File: src/rtl/swervolf_mem_arb_pkg.sv
// Shared types for the two-master AXI arbiter that fronts the DDR2 port.
package swervolf_mem_arb_pkg;
  localparam int N_MST = 2;
  typedef enum logic {W_IDLE, W_ACTIVE} w_state_t;
  typedef logic [0:0] mst_idx_t;
endpackage

File: src/rtl/swervolf_rr_arb2.sv
// Two-way round-robin arbiter: combinational grant, pointer moves past each winner.
module swervolf_rr_arb2
  import swervolf_mem_arb_pkg::*;
(
  input  logic       clk,
  input  logic       rstn,
  input  logic [1:0] req,
  input  logic       advance,
  output logic [1:0] gnt,
  output mst_idx_t   idx
);

  logic prio_m1;

  always_comb begin
    gnt = '0;
    idx = '0;
    if (req[0] && (!req[1] || !prio_m1)) begin
      gnt = 2'b01;
      idx = 1'b0;
    end else if (req[1]) begin
      gnt = 2'b10;
      idx = 1'b1;
    end
  end

  always_ff @(posedge clk) begin
    if (!rstn)
      prio_m1 <= 1'b0;
    else if (advance && (|req))
      prio_m1 <= ~idx[0];
  end

endmodule

File: src/rtl/swervolf_mem_arb.sv
// Arbitrates SweRV core (m0) and a second master (m1) onto the single DDR2 AXI port.
module swervolf_mem_arb
  import swervolf_mem_arb_pkg::*;
#(
  parameter int ID_WIDTH   = 6,
  parameter int ADDR_WIDTH = 32,
  parameter int DATA_WIDTH = 64
) (
  input  logic                    clk,
  input  logic                    rstn,
  // master 0
  input  logic [ID_WIDTH-1:0]     i_m0_awid,
  input  logic [ADDR_WIDTH-1:0]   i_m0_awaddr,
  input  logic [7:0]              i_m0_awlen,
  input  logic [2:0]              i_m0_awsize,
  input  logic [1:0]              i_m0_awburst,
  input  logic                    i_m0_awvalid,
  output logic                    o_m0_awready,
  input  logic [DATA_WIDTH-1:0]   i_m0_wdata,
  input  logic [DATA_WIDTH/8-1:0] i_m0_wstrb,
  input  logic                    i_m0_wlast,
  input  logic                    i_m0_wvalid,
  output logic                    o_m0_wready,
  output logic [ID_WIDTH-1:0]     o_m0_bid,
  output logic [1:0]              o_m0_bresp,
  output logic                    o_m0_bvalid,
  input  logic                    i_m0_bready,
  input  logic [ID_WIDTH-1:0]     i_m0_arid,
  input  logic [ADDR_WIDTH-1:0]   i_m0_araddr,
  input  logic [7:0]              i_m0_arlen,
  input  logic [2:0]              i_m0_arsize,
  input  logic [1:0]              i_m0_arburst,
  input  logic                    i_m0_arvalid,
  output logic                    o_m0_arready,
  output logic [ID_WIDTH-1:0]     o_m0_rid,
  output logic [DATA_WIDTH-1:0]   o_m0_rdata,
  output logic [1:0]              o_m0_rresp,
  output logic                    o_m0_rlast,
  output logic                    o_m0_rvalid,
  input  logic                    i_m0_rready,
  // master 1
  input  logic [ID_WIDTH-1:0]     i_m1_awid,
  input  logic [ADDR_WIDTH-1:0]   i_m1_awaddr,
  input  logic [7:0]              i_m1_awlen,
  input  logic [2:0]              i_m1_awsize,
  input  logic [1:0]              i_m1_awburst,
  input  logic                    i_m1_awvalid,
  output logic                    o_m1_awready,
  input  logic [DATA_WIDTH-1:0]   i_m1_wdata,
  input  logic [DATA_WIDTH/8-1:0] i_m1_wstrb,
  input  logic                    i_m1_wlast,
  input  logic                    i_m1_wvalid,
  output logic                    o_m1_wready,
  output logic [ID_WIDTH-1:0]     o_m1_bid,
  output logic [1:0]              o_m1_bresp,
  output logic                    o_m1_bvalid,
  input  logic                    i_m1_bready,
  input  logic [ID_WIDTH-1:0]     i_m1_arid,
  input  logic [ADDR_WIDTH-1:0]   i_m1_araddr,
  input  logic [7:0]              i_m1_arlen,
  input  logic [2:0]              i_m1_arsize,
  input  logic [1:0]              i_m1_arburst,
  input  logic                    i_m1_arvalid,
  output logic                    o_m1_arready,
  output logic [ID_WIDTH-1:0]     o_m1_rid,
  output logic [DATA_WIDTH-1:0]   o_m1_rdata,
  output logic [1:0]              o_m1_rresp,
  output logic                    o_m1_rlast,
  output logic                    o_m1_rvalid,
  input  logic                    i_m1_rready,
  // slave (memory) side
  output logic [ID_WIDTH:0]       o_s_awid,
  output logic [ADDR_WIDTH-1:0]   o_s_awaddr,
  output logic [7:0]              o_s_awlen,
  output logic [2:0]              o_s_awsize,
  output logic [1:0]              o_s_awburst,
  output logic                    o_s_awvalid,
  input  logic                    i_s_awready,
  output logic [DATA_WIDTH-1:0]   o_s_wdata,
  output logic [DATA_WIDTH/8-1:0] o_s_wstrb,
  output logic                    o_s_wlast,
  output logic                    o_s_wvalid,
  input  logic                    i_s_wready,
  input  logic [ID_WIDTH:0]       i_s_bid,
  input  logic [1:0]              i_s_bresp,
  input  logic                    i_s_bvalid,
  output logic                    o_s_bready,
  output logic [ID_WIDTH:0]       o_s_arid,
  output logic [ADDR_WIDTH-1:0]   o_s_araddr,
  output logic [7:0]              o_s_arlen,
  output logic [2:0]              o_s_arsize,
  output logic [1:0]              o_s_arburst,
  output logic                    o_s_arvalid,
  input  logic                    i_s_arready,
  input  logic [ID_WIDTH:0]       i_s_rid,
  input  logic [DATA_WIDTH-1:0]   i_s_rdata,
  input  logic [1:0]              i_s_rresp,
  input  logic                    i_s_rlast,
  input  logic                    i_s_rvalid,
  output logic                    o_s_rready
);

  // ---------------- AR: one-entry registered slot ----------------
  logic [N_MST-1:0] ar_req, ar_gnt;
  mst_idx_t         ar_idx;
  logic             ar_can_load, ar_take;

  assign ar_req      = {i_m1_arvalid, i_m0_arvalid};
  // Slot refills in the same cycle the slave drains it.
  assign ar_can_load = rstn & (~o_s_arvalid | i_s_arready);
  assign ar_take     = ar_can_load & (|ar_req);

  swervolf_rr_arb2 u_ar_arb (
    .clk     (clk),
    .rstn    (rstn),
    .req     (ar_req),
    .advance (ar_can_load),
    .gnt     (ar_gnt),
    .idx     (ar_idx)
  );

  assign o_m0_arready = ar_can_load & ar_gnt[0];
  assign o_m1_arready = ar_can_load & ar_gnt[1];

  always_ff @(posedge clk) begin
    if (!rstn) begin
      o_s_arvalid <= 1'b0;
    end else if (ar_take) begin
      o_s_arvalid <= 1'b1;
      o_s_arid    <= {ar_idx, ar_idx[0] ? i_m1_arid    : i_m0_arid};
      o_s_araddr  <= ar_idx[0] ? i_m1_araddr  : i_m0_araddr;
      o_s_arlen   <= ar_idx[0] ? i_m1_arlen   : i_m0_arlen;
      o_s_arsize  <= ar_idx[0] ? i_m1_arsize  : i_m0_arsize;
      o_s_arburst <= ar_idx[0] ? i_m1_arburst : i_m0_arburst;
    end else if (i_s_arready) begin
      o_s_arvalid <= 1'b0;
    end
  end

  // ---------------- AW/W: one write burst owns the W channel ----------------
  w_state_t         w_state, w_state_n;
  logic             aw_pend, aw_pend_n, w_pend, w_pend_n;
  mst_idx_t         owner, owner_n;
  logic [N_MST-1:0] aw_req, aw_gnt;
  mst_idx_t         aw_idx;
  logic             aw_can, aw_take, w_open, aw_hs, wlast_hs;

  assign aw_req  = {i_m1_awvalid, i_m0_awvalid};
  assign aw_can  = rstn & (w_state == W_IDLE);
  assign aw_take = aw_can & (|aw_req);

  swervolf_rr_arb2 u_aw_arb (
    .clk     (clk),
    .rstn    (rstn),
    .req     (aw_req),
    .advance (aw_can),
    .gnt     (aw_gnt),
    .idx     (aw_idx)
  );

  assign o_m0_awready = aw_can & aw_gnt[0];
  assign o_m1_awready = aw_can & aw_gnt[1];

  assign o_s_awvalid = (w_state == W_ACTIVE) & aw_pend;
  assign w_open      = rstn & (w_state == W_ACTIVE) & w_pend;

  assign o_s_wdata   = owner[0] ? i_m1_wdata : i_m0_wdata;
  assign o_s_wstrb   = owner[0] ? i_m1_wstrb : i_m0_wstrb;
  assign o_s_wlast   = owner[0] ? i_m1_wlast : i_m0_wlast;
  assign o_s_wvalid  = w_open & (owner[0] ? i_m1_wvalid : i_m0_wvalid);
  assign o_m0_wready = w_open & ~owner[0] & i_s_wready;
  assign o_m1_wready = w_open &  owner[0] & i_s_wready;

  assign aw_hs    = o_s_awvalid & i_s_awready;
  assign wlast_hs = o_s_wvalid & i_s_wready & o_s_wlast;

  always_comb begin
    w_state_n = w_state;
    aw_pend_n = aw_pend;
    w_pend_n  = w_pend;
    owner_n   = owner;
    case (w_state)
      W_IDLE: begin
        if (aw_take) begin
          w_state_n = W_ACTIVE;
          aw_pend_n = 1'b1;
          w_pend_n  = 1'b1;
          owner_n   = aw_idx;
        end
      end
      W_ACTIVE: begin
        if (aw_hs)    aw_pend_n = 1'b0;
        if (wlast_hs) w_pend_n  = 1'b0;
        if (!aw_pend_n && !w_pend_n) w_state_n = W_IDLE;
      end
      default: w_state_n = W_IDLE;
    endcase
  end

  always_ff @(posedge clk) begin
    if (!rstn) begin
      w_state <= W_IDLE;
      aw_pend <= 1'b0;
      w_pend  <= 1'b0;
      owner   <= '0;
    end else begin
      w_state <= w_state_n;
      aw_pend <= aw_pend_n;
      w_pend  <= w_pend_n;
      owner   <= owner_n;
    end
  end

  always_ff @(posedge clk) begin
    if (aw_take) begin
      o_s_awid    <= {aw_idx, aw_idx[0] ? i_m1_awid    : i_m0_awid};
      o_s_awaddr  <= aw_idx[0] ? i_m1_awaddr  : i_m0_awaddr;
      o_s_awlen   <= aw_idx[0] ? i_m1_awlen   : i_m0_awlen;
      o_s_awsize  <= aw_idx[0] ? i_m1_awsize  : i_m0_awsize;
      o_s_awburst <= aw_idx[0] ? i_m1_awburst : i_m0_awburst;
    end
  end

  // ---------------- B/R: routed by slave-side ID MSB ----------------
  assign o_m0_bid    = i_s_bid[ID_WIDTH-1:0];
  assign o_m1_bid    = i_s_bid[ID_WIDTH-1:0];
  assign o_m0_bresp  = i_s_bresp;
  assign o_m1_bresp  = i_s_bresp;
  assign o_m0_bvalid = i_s_bvalid & ~i_s_bid[ID_WIDTH];
  assign o_m1_bvalid = i_s_bvalid &  i_s_bid[ID_WIDTH];
  assign o_s_bready  = rstn & (i_s_bid[ID_WIDTH] ? i_m1_bready : i_m0_bready);

  assign o_m0_rid    = i_s_rid[ID_WIDTH-1:0];
  assign o_m1_rid    = i_s_rid[ID_WIDTH-1:0];
  assign o_m0_rdata  = i_s_rdata;
  assign o_m1_rdata  = i_s_rdata;
  assign o_m0_rresp  = i_s_rresp;
  assign o_m1_rresp  = i_s_rresp;
  assign o_m0_rlast  = i_s_rlast;
  assign o_m1_rlast  = i_s_rlast;
  assign o_m0_rvalid = i_s_rvalid & ~i_s_rid[ID_WIDTH];
  assign o_m1_rvalid = i_s_rvalid &  i_s_rid[ID_WIDTH];
  assign o_s_rready  = rstn & (i_s_rid[ID_WIDTH] ? i_m1_rready : i_m0_rready);

endmodule

File: config.mk
export PLATFORM = sky130hd
export DESIGN_NAME = swervolf_mem_arb
export DESIGN_NICKNAME = d
export VERILOG_FILES = /design/src/rtl/swervolf_mem_arb_pkg.sv /design/src/rtl/swervolf_rr_arb2.sv /design/src/rtl/swervolf_mem_arb.sv
export SDC_FILE = /design/constraint.sdc
export NUM_CORES = 1
export LEC_CHECK = 0
export ABC_AREA = 1
export BUFFER_PORTS_ARGS = -buffer_cell sky130_fd_sc_hd__buf_2
export CAP_MARGIN = 20
export CORE_AREA = 4 4 310 312
export CTS_CLUSTER_DIAMETER = 50
export DETAILED_ROUTE_END_ITERATION = 10
export DIE_AREA = 0 0 314 316
export PLACE_DENSITY = 0.3
export RECOVER_POWER = 100
export SYNTH_ARGS = -nofsm -noshare
export SYNTH_HDL_FRONTEND = slang
export SYNTH_SLANG_ARGS = --single-unit
export TNS_END_PERCENT = 30
File: constraint.sdc
create_clock -name clk -period 10.94 [get_ports clk]
set_input_delay 1.094 -clock clk [delete_from_list [all_inputs] [get_ports clk]]
set_output_delay 1.094 -clock clk [all_outputs]
set_load 0.02 [all_outputs]
======== Yosys cells after proc, flatten, opt, wreduce, memory -nomap -nowiden ========
Cells that the tools add are included.
word-level totals
  word-level logic and storage cells ...... 105
  flip-flop bits (word level) ............. 111
operators by class
  mux-type cells .......................... 36
  reductions and logical operators ........ 18
  bitwise gates (word level) .............. 33
  equality and inequality tests ........... 1
operators with widths
  operator                                      number
  32-bit 2-to-1 mux                             2
  64-bit 2-to-1 mux                             1
  1-bit AND                                     25
  8-bit 2-to-1 mux                              3
  1-bit 2-to-1 mux                              17
  2-bit 2-to-1 mux                              6
  6-bit 2-to-1 mux                              2
  1-bit NOT                                     7
  1-bit zero test                               6
  3-bit 2-to-1 mux                              2
  1-bit one-hot mux with 2 select lines         3
  1-bit logical AND                             5
  2-bit AND reduction                           2
  2-bit OR reduction                            2
  1-bit logical OR                              2
  2-bit inequality test, second input constant  1
  2-bit nonzero test                            1
  1-bit bitwise OR                              1

======== Logic depth before layout (Yosys ltp) ========
  depth after elaboration ................. 11
  mapped depth ............................ 8

======== Cells and area by module ========
A second synthesis with hierarchy kept.
second synthesis, totals
  cells, all modules ...................... 706
  area, all modules ....................... 6975.4 sq um
modules (own cells, without submodules)
  module            times used  area an instance (sq um)  cells an instance
  swervolf_mem_arb  1           6825.3                    684
  swervolf_rr_arb2  2           75.1                      11

======== Worst setup path after synthesis ========
No wires, ideal clock.
  path type ............................... input-to-output
  from .................................... input port rstn
  to ...................................... output port o_m0_awready
  slack ................................... 5759 ps
  data arrival time ....................... 4087 ps
  stages .................................. 5
  path through ............................ buf_4 nand2_1 nor2_1 nand2_1 inv_1
on the way
  cells in the longest elaborated chain, start to end .. 2
ends and longest elaborated chain
  what         RTL line                 text
  from (decl)  swervolf_mem_arb.sv:10   input logic rstn,
  1-bit AND    swervolf_mem_arb.sv:149  assign aw_can = rstn & (w_state == W_IDLE);
  1-bit AND    swervolf_mem_arb.sv:161  assign o_m0_awready = aw_can & aw_gnt[0];
  to (decl)    swervolf_mem_arb.sv:18   output logic o_m0_awready,
Every way passes these cells.

======== Final worst setup path ========
  from .................................... register owner
  to ...................................... output port o_s_wdata[41]
on the way
  cells in the longest elaborated chain, start to end .. 1
ends and longest elaborated chain
  what                    RTL line                 text
  from (decl)             swervolf_mem_arb.sv:143  mst_idx_t owner, owner_n;
  from (signal assigned)  swervolf_mem_arb.sv:210  owner <= owner_n;
  64-bit 2-to-1 mux       swervolf_mem_arb.sv:167  assign o_s_wdata = owner[0] ? i_m1_wdata : i_m0_wdata;
  to (decl)               swervolf_mem_arb.sv:79   output logic [DATA_WIDTH-1:0] o_s_wdata,
Every way passes these cells.

==> reports/metrics.csv <==
metric;value;unit
status;finished, violations left;
failing checks;max-capacitance violations, max-slew violations;
antenna violations before repair;18;
crit share post-route;0.564;
worst-path maximum fanout;76;
CP max stage cell;clkbuf_1;
vias;7159;
Static Leakage;0.00461;uW
# clock sinks;111;
Mapped Area;6930;um2
Highest Clock Rate;162;MHz
Slew HR;-1.48;
Initial Util;0.0745;
RSZ-0062 raised after global routing;false;
Tmin final;6.17;ns
Ys Warns;0;
VDD IR max;0.0695;mV
nets;1731;
max incr delay on CP;2.50;ns
Clk pwr share;0.256;
DIE AREA;99200;um2
CTS tree;built;
PwrDens;134;nW/um2
drt pass-1 iters;5;
CP Launch Type;flop;
xor/xnor cell area share of the yosys netlist;0;
I/O pin cnt;804;
CTS H-tree lvls;3;
CP required;9.85;ns
post_cts resized;0;
share of the synthesized area in the top cell type;0.450;
P_sw;539;uW
row cnt;112;
mux contribution to synthesized area;0;
All-Layer GR Usage;0.103;
register area share after synthesis;0.471;
Worst setup EP type;output port;
Flop pwr share;0.391;
vias in the first global route;7348;
worst path cell trace;clkbuf_1, nand2_1, nand2_1, clkbuf_1;
hold_buf cts;0;
final setup TNS;0;ns
Synth Area in Compound Gates;0.0144;
Iter 0 DRT Violations;280;
placed cells;2524;
register clock-pin slew on the reported worst setup and hold paths;0.08;ns
adder-cell share of the synthesized area;0;
Final Hold Viols;0;
Clock Tree Buf Depth;2;
CTS Buf Count;9;
Worst-Margin Slew;3.73;ns
Post-Syn Area per Cell;7.69;um2
cell-internal power;799;uW
post-synthesis simple-gate area fraction;0.301;
first-pass GRT wire length;67700;um
top cells by area in the synthesized netlist;edfxtp_1, nand2_1, buf_4;
Util after Layout;0.108;
endpoints failing setup;0;
post-place setup slack;7.09;ns
P&R area growth vs syn;44.4;%
DP Wirelength;49700;um
Netlist cell types;14;
Die Wd;314;um
Routed Antenna Nets;0;
worst hold path type;flop to flop;
layout cells sized above 1;0.302;
Post-CTS Setup Inserts;0;
clock skew;0.0110;ns
clk_lat worst skew;0.39;ns
Setup Crit Path Kind;flop to output port;
DIE HEIGHT;316;um
WL final;54300;um
GP Congestion;0.913;
root buffer cell;clkbuf_16;
DR vias/cell;2.81;
Placeable Area;93000;um2
Yosys reg bits;111;
main combinational cell family by area after synthesis;simple AND/OR/NAND/NOR gates;
max-cap violations;7;
worst hold slack;0.478;ns
worst path arrival time;5.07;ns
Fill cells;11100;
largest net degree at the start of global routing;77;
port buffer count;560;
switching part of the total;0.403;
post-synthesis cell count;902;
final-report max-slew violation count;412;
combinational power share;0.353;
cell accounting for the most synthesized area;edfxtp_1;
GR Overflow Total;0;
DRC Markers;0;
drt wl/cell;21.3;um
final setup margin;4.77;ns
Non-Filler Instances;2545;
Mapped Nets;1352;
## per-layer routing
metal	track usage	part of all wire	vias up	wire, um
li1	-	-	3386	-
met1	0.0959	0.31	3171	17000
met2	0.196	0.53	530	28600
met3	0.0547	0.13	58	7240
met4	0.0257	0.026	14	1430
met5	0	0.0015	-	82
## metrics by stage
step                total power, uW  instance area [um2]
finish                         1340                10000
CTS                            1400                10300
global route                   1430                10000
global placement               1040                 9970
floorplan                       843                 6930
detailed placement             1040                 9970
## kinds of logic after synthesis
kind of cell           count (synthesis)
AND/OR/NAND/NOR                      556
buffers and inverters                220
flip-flops                           111
AO/OA/AOI/OAI                         15
## power by group through the flow
stage	Combinational, uW	Clock, uW	Sequential, uW
2_1_floorplan	274	0	569
3_3_place_gp	508	0	531
3_5_place_dp	507	0	531
4_1_cts	508	370	521
5_1_grt	521	382	527
6_report	473	342	523
## Yosys cell counts (all sizes together)
cell,n
nand2,542
buf,198
edfxtp,104
inv,21
nor2,12
a21oi,8
dfxtp,7
o21ai,6
nand3,2
clkbuf,1
o211ai,1
## registers in the layout, summed over array words and instances (netlist names), 3 cells and up
name,count
o_s_araddr,32
o_s_arid,7
o_s_arlen,8
o_s_arsize,3
o_s_awaddr,32
o_s_awid,7
o_s_awlen,8
o_s_awsize,3
## critical path, delay by kind of cell (launching register included)
kind,cells,cell delay (ns)
buf+inv,2,2.93
flops,1,0.35
simple gates,2,1.20
## cell usage in the layout, fill, tap and decap left out, types with 2 or more instances in the layout
cell type  synthesis  layout
nand2_1          542     542
buf_2             35     368
clkbuf_1           1     198
edfxtp_1         104     104
inv_1             19      19
nor2_1            12      11
clkbuf_16          0       9
a21oi_1            8       8
dfxtp_1            7       6
diode_2            0       5
o21ai_0            4       5
nand3_1            2       2
clkinv_8           0       2
clkinv_4           0       2
## cell type report
class | count | area (um2) | area share
flip-flops and latches | 111 | 3270 | 0.326
diodes | 5 | 12.5 | 0.00125
clock inverters | 7 | 77.6 | 0.00775
multi-input cells | 571 | 2190 | 0.218
repair buffers | 567 | 2590 | 0.259
clock buffers | 9 | 225 | 0.0225
well taps | 1254 | 1570 | 0.157
inverters | 21 | 80.1 | 0.00800
## worst paths after layout
| kind | slack [ns] | depth (start not counted) | endpoint | startpoint |
|---|---|---|---|---|
| max reg2reg | 6.66 | 6 | o_s_arlen[6]$_DFFE_PP_ | u_ar_arb.prio_m1$_SDFFE_PN0P_ |
| max | 4.77 | 4 | o_s_wdata[41] | owner$_SDFFE_PN0P_ |
| min | 0.48 | 2 | u_aw_arb.prio_m1$_SDFFE_PN0P_ | u_aw_arb.prio_m1$_SDFFE_PN0P_ |
| min reg2reg | 0.48 | 2 | u_aw_arb.prio_m1$_SDFFE_PN0P_ | u_aw_arb.prio_m1$_SDFFE_PN0P_ |
Power figures use the tool's default switching activity.
